File: config.mk
export PLATFORM = sky130hd
export DESIGN_NAME = freq_gen
export DESIGN_NICKNAME = d
export VERILOG_FILES = /design/src/rtl/freq_pkg.sv /design/src/rtl/bcd_to_bin_acc.sv /design/src/rtl/freq_gen.sv
export SDC_FILE = /design/constraint.sdc
export NUM_CORES = 1
export LEC_CHECK = 0
export CAP_MARGIN = 30
export CORE_UTILIZATION = 50
export DETAILED_ROUTE_END_ITERATION = 10
export GPL_TIMING_DRIVEN = 0
export PLACE_DENSITY = 0.66
export SLEW_MARGIN = 5
export SYNTH_ARGS = -nofsm -noshare
export SYNTH_HDL_FRONTEND = slang
export SYNTH_HIERARCHICAL = 1
export SYNTH_SLANG_ARGS = --single-unit
File: constraint.sdc
create_clock -name clk -period 5.55 [get_ports clk]
set_input_delay 1.11 -clock clk [delete_from_list [all_inputs] [get_ports clk]]
set_output_delay 1.11 -clock clk [all_outputs]
set_load 0.1 [all_outputs]
File: src/rtl/freq_pkg.sv
// Shared constants and FSM encoding for the DDS-style frequency generator.
package freq_pkg;
    localparam int NDIGITS = 8;
    localparam int FCLK_10 = 10_000_000;
    localparam int FCLK_50 = 50_000_000;
    localparam int ACC_W   = 27;

    typedef enum logic [1:0] {
        COLLECT = 2'd0,
        CHECK   = 2'd1,
        APPLY   = 2'd2
    } state_t;
endpackage

File: src/rtl/bcd_to_bin_acc.sv
// Serial BCD-to-binary converter: folds one decimal digit per accepted beat into shadow.
module bcd_to_bin_acc #(
    parameter int NDIGITS = freq_pkg::NDIGITS
) (
    input  logic                       clk,
    input  logic                       rst_n,
    input  logic                       accept,
    input  logic                       clr,
    input  logic [3:0]                 digit,
    output logic [freq_pkg::ACC_W-1:0] shadow,
    output logic                       bad,
    output logic                       last
);
    import freq_pkg::*;

    localparam int CNT_W = $clog2(NDIGITS + 1);

    logic [CNT_W-1:0] count;
    logic [ACC_W-1:0] times10;

    // x*10 = x*8 + x*2; overflow from non-decimal digits is harmless, bad flags it
    assign times10 = (shadow << 3) + (shadow << 1);
    assign last    = accept && (count == CNT_W'(NDIGITS - 1));

    always_ff @(posedge clk or negedge rst_n) begin
        if (!rst_n) begin
            shadow <= '0;
            count  <= '0;
            bad    <= 1'b0;
        end else if (clr) begin
            shadow <= '0;
            count  <= '0;
            bad    <= 1'b0;
        end else if (accept) begin
            shadow <= times10 + ACC_W'(digit);
            count  <= count + 1'b1;
            bad    <= bad | (digit > 4'd9);
        end
    end
endmodule

File: src/rtl/freq_gen.sv
// Setpoint-programmable square-wave generator: BCD setpoint collection, range check,
// and a phase accumulator that toggles sig_out on each modulus wrap.
module freq_gen #(
    parameter int NDIGITS = freq_pkg::NDIGITS,
    parameter int FCLK_50 = freq_pkg::FCLK_50,
    parameter int FCLK_10 = freq_pkg::FCLK_10
) (
    input  logic       clk,
    input  logic       rst_n,
    input  logic       n10_50,
    input  logic [3:0] digit_in,
    input  logic       digit_valid,
    output logic       digit_ready,
    output logic       sig_out,
    output logic       active,
    output logic       err
);
    import freq_pkg::*;

    localparam logic [ACC_W-1:0] MOD50 = ACC_W'(FCLK_50);
    localparam logic [ACC_W-1:0] MOD10 = ACC_W'(FCLK_10);

    state_t state, next_state;

    logic [ACC_W-1:0] shadow;
    logic             bad;
    logic             last_digit;
    logic             accept;

    logic [ACC_W-1:0] sel_mod;
    logic [ACC_W-1:0] cand_mod;
    logic             reject;

    logic [ACC_W-1:0] acc;
    logic [ACC_W-1:0] inc;
    logic [ACC_W-1:0] mod;
    logic [ACC_W:0]   sum;

    assign digit_ready = (state == COLLECT);
    assign accept      = digit_ready && digit_valid;

    bcd_to_bin_acc #(.NDIGITS(NDIGITS)) u_bcd (
        .clk    (clk),
        .rst_n  (rst_n),
        .accept (accept),
        .clr    (state == APPLY),
        .digit  (digit_in),
        .shadow (shadow),
        .bad    (bad),
        .last   (last_digit)
    );

    always_ff @(posedge clk or negedge rst_n) begin
        if (!rst_n) state <= COLLECT;
        else        state <= next_state;
    end

    always_comb begin
        next_state = state;
        case (state)
            COLLECT: if (last_digit) next_state = CHECK;
            CHECK:   next_state = APPLY;
            APPLY:   next_state = COLLECT;
            default: next_state = COLLECT;
        endcase
    end

    // Verdict is registered in CHECK so APPLY acts on the n10_50 seen in CHECK only
    assign sel_mod = n10_50 ? MOD50 : MOD10;

    always_ff @(posedge clk or negedge rst_n) begin
        if (!rst_n) begin
            cand_mod <= MOD10;
            reject   <= 1'b0;
        end else if (state == CHECK) begin
            cand_mod <= sel_mod;
            reject   <= bad || (shadow > (sel_mod >> 1));
        end
    end

    // inc <= mod keeps sum < 2*mod, so a single conditional subtract suffices
    assign sum = {1'b0, acc} + {1'b0, inc};

    always_ff @(posedge clk or negedge rst_n) begin
        if (!rst_n) begin
            acc     <= '0;
            inc     <= '0;
            mod     <= MOD10;
            sig_out <= 1'b0;
            active  <= 1'b0;
            err     <= 1'b0;
        end else begin
            if (state == APPLY) err <= reject;
            if (state == APPLY && !reject) begin
                inc    <= {shadow[ACC_W-2:0], 1'b0};
                mod    <= cand_mod;
                acc    <= '0;
                active <= (shadow != '0);
                if (shadow == '0) sig_out <= 1'b0;
            end else if (active) begin
                if (sum >= {1'b0, mod}) begin
                    acc     <= ACC_W'(sum - {1'b0, mod});
                    sig_out <= ~sig_out;
                end else begin
                    acc <= ACC_W'(sum);
                end
            end else begin
                acc     <= '0;
                sig_out <= 1'b0;
            end
        end
    end
endmodule

==> out/metrics.cfg <==
[yosys]
synth_nets = 948
synth_edf_count = 0
syn_area_per_cell_um2 = 9.14
synth_seq_cells = 94
yosysUniqueCellTypes = 78
synthFlopType = dfrtp_1
synth.most_common_cell = ha_1
syn_area_um2 = 7710
synth_top_area_cell = dfrtp_1
ys_top_cells_by_count = 94 x ha_1, 92 x dfrtp_1, 76 x nand2_1
synth-seq-area-share_pct = 30.5
ys_async_sr_fraction_pct = 100
syn_inst = 843
synth_top_area_share_pct = 29.9
ys.warnings.count = 6
ys_top_cells_by_area = dfrtp_1 30%, ha_1 15%, a21oi_1 4.8%

[critical_path]
cpPeakStageDelay_ns = 0.42
path_common_cell = ha_1
crit_family = compound AO/OA/AOI/OAI gates
cp_max_fo = 10
crit_slowest_cell = fa_1
worstSetupPathType = reg -> reg
r2r.worst_path.cells = 19
required_ns = 5.80
crit_chain = ha_1, inv_1, fa_1, nand2b_1, a21o_1, a21boi_0, o21a_1, nor2_1, xnor2_1, ha_1, o311ai_0, o221ai_1, nor4_2, o31ai_2, o2111a_1, o31ai_4, buf_6, o21ai_1, a21oi_1
end_kind = flop
rrSetupSlack_ns = 0.76
worst-path-stages = 19
path_buf_inv = 2
crit_arrival_ns = 5.04
critPathLaunchType = flop

[route]
ant_nets = 0
drt-initial-drc-count = 474
vias = 6544
avgViaCountPerCell = 6.18
remaining_drc_errors = 0
routed_wl_mm = 19.6
drt-wirelength-per-cell_um = 18.5
first_pass_iters = 7

[global_route]
grt_use_total_pct = 26.0
overflow = 0
grt_pass1_wl_mm = 32.6
grt_pass1_vias = 6486
antenna_found_initial = 0
grt_max_degree = 68

[timing]
period_share_pct = 86.2
drv_slew = 0
min_period_ns = 4.79
clock_skew_ns = 0.0102
rsz0062_at_grt = no
fin_tns_setup_ns = 0
whs_ns = 0.476
worst_slew_pin_slew_ns = 0.960
setup_violations = 0
hold_violations = 0
slew_headroom_pct = 35.8
max_freq_mhz = 209

[cts]
cts_tree = built
cts_resized = 0
cts-root-buf = clkbuf_16
cts_inserted_buffers = 9
clock_latency_ns = 0.35
clkSinkCount = 94
cts_setup_buffers = 0
clk_path_buf_depth = 2
clk_pin_slew_ns = 0.07
htreeDepth = 3
hold_buffers = 0

[final_layout]
design_area_um2 = 8380
n_fill_cell = 1365
seq_area_um2 = 2350
area_delta_synth_final_pct = 8.67
drive_gt1_share_pct = 9.64
stdcell_count = 1059
multiInputGateArea_um2 = 5140
n_antenna_cell = 0
layout.nets = 971

[min_path]
hold_path.class = reg -> reg
hold_path_depth = 2

[place]
dp_hpwl_mm = 15.4
portBuffers = 11
routabilityCongestion = 0.891
post_dp_cell_area_um2 = 8080
dpl.cell_count = 1043

[floorplanning]
rows = 45
start_util_pct = 50.9
coreArea_um2 = 15100
die_y_um = 126
io_pins = 12
die_w_um = 126
die-area_um2 = 15900

[flow_run]
cap_violations = 0

[outcome]
status = complete, no violations

## path summary, 6_finish.rpt
check / start / endpoint
min in group asynchronous: rst_n / acc[20]
hold / removal: cand_mod[10] / mod[10]
setup / recovery: inc[1] / acc[24]
setup reg to reg: inc[1] / acc[24]
hold reg to reg: cand_mod[10] / mod[10]
max in group asynchronous: rst_n / cand_mod[10]
## tightest hold or removal path, delay by kind of cell (launching register included)
kind	cells	cell delay [ns]
flip-flops	1	0.37
AO/OA/AOI/OAI	1	0.07
AND/OR/NAND/NOR	1	0.04
## per-layer routing
layer,GRT usage [%],vias to the layer above,wire [µm]
li1,-,3219,-
met1,34.0,3155,9100
met2,43.6,133,9440
met3,4.12,37,545
met4,9.43,0,548
met5,0,-,0
## sequential cells by signal, summed over array words and instances, names as in the netlist
register and flops:
u_bcd/shadow 27, cand_mod 2, mod 2, acc 26, reject 1, sig_out 1
inc 26, u_bcd/count 4, state 2, u_bcd/bad 1, active 1, err 1
## cell type report
class,instances,share of cell area [%]
buffer,21,1.21
clock buffer,10,2.73
clock inverter,6,0.822
inverter,30,1.34
multi-input combinational,698,61.4
sequential,94,28.1
tap,188,2.81
timing repair buffer,12,1.61
## placed cells by master (no fill, tap or decap), drive strengths merged, types with 12 or more instances in the layout
cell | synthesis | routed
ha | 94 | 94
dfrtp | 92 | 92
nand2 | 77 | 77
a21oi | 74 | 74
nor2 | 65 | 65
o21ai | 52 | 52
inv | 30 | 33
xnor2 | 30 | 30
mux2 | 27 | 27
a21o | 25 | 25
clkbuf | 13 | 23
o211ai | 20 | 20
nand3 | 17 | 17
xor2 | 16 | 16
mux2i | 14 | 14
nor3 | 13 | 13
nand4 | 12 | 12
a211oi | 12 | 12
## through the flow
| step | utilization (%) | setup WS [ns] |
|---|---|---|
| after floorplan | - | 1.54 |
| after global placement | 53.2 | -0.0799 |
| after detailed placement | 53.3 | 0.819 |
| after CTS | 55.3 | 0.778 |
| after global routing | 55.3 | 0.370 |
| final | 55.3 | 0.765 |
## cell families after synthesis
| family | count (synthesis) | synth area share, % |
|---|---|---|
| buffers and inverters | 51 | 2.78 |
| adder cells (fa/ha/maj) | 97 | 16.0 |
| multiplexers | 41 | 5.76 |
| flip-flops | 94 | 30.5 |
| XOR/XNOR | 46 | 5.23 |
| AO/OA/AOI/OAI | 259 | 23.3 |
| AND/OR/NAND/NOR | 255 | 16.4 |
Power is left out: the tool's default activity adds up to more than one toggle a clock period on the data nets, which glitch-free logic cannot reach.
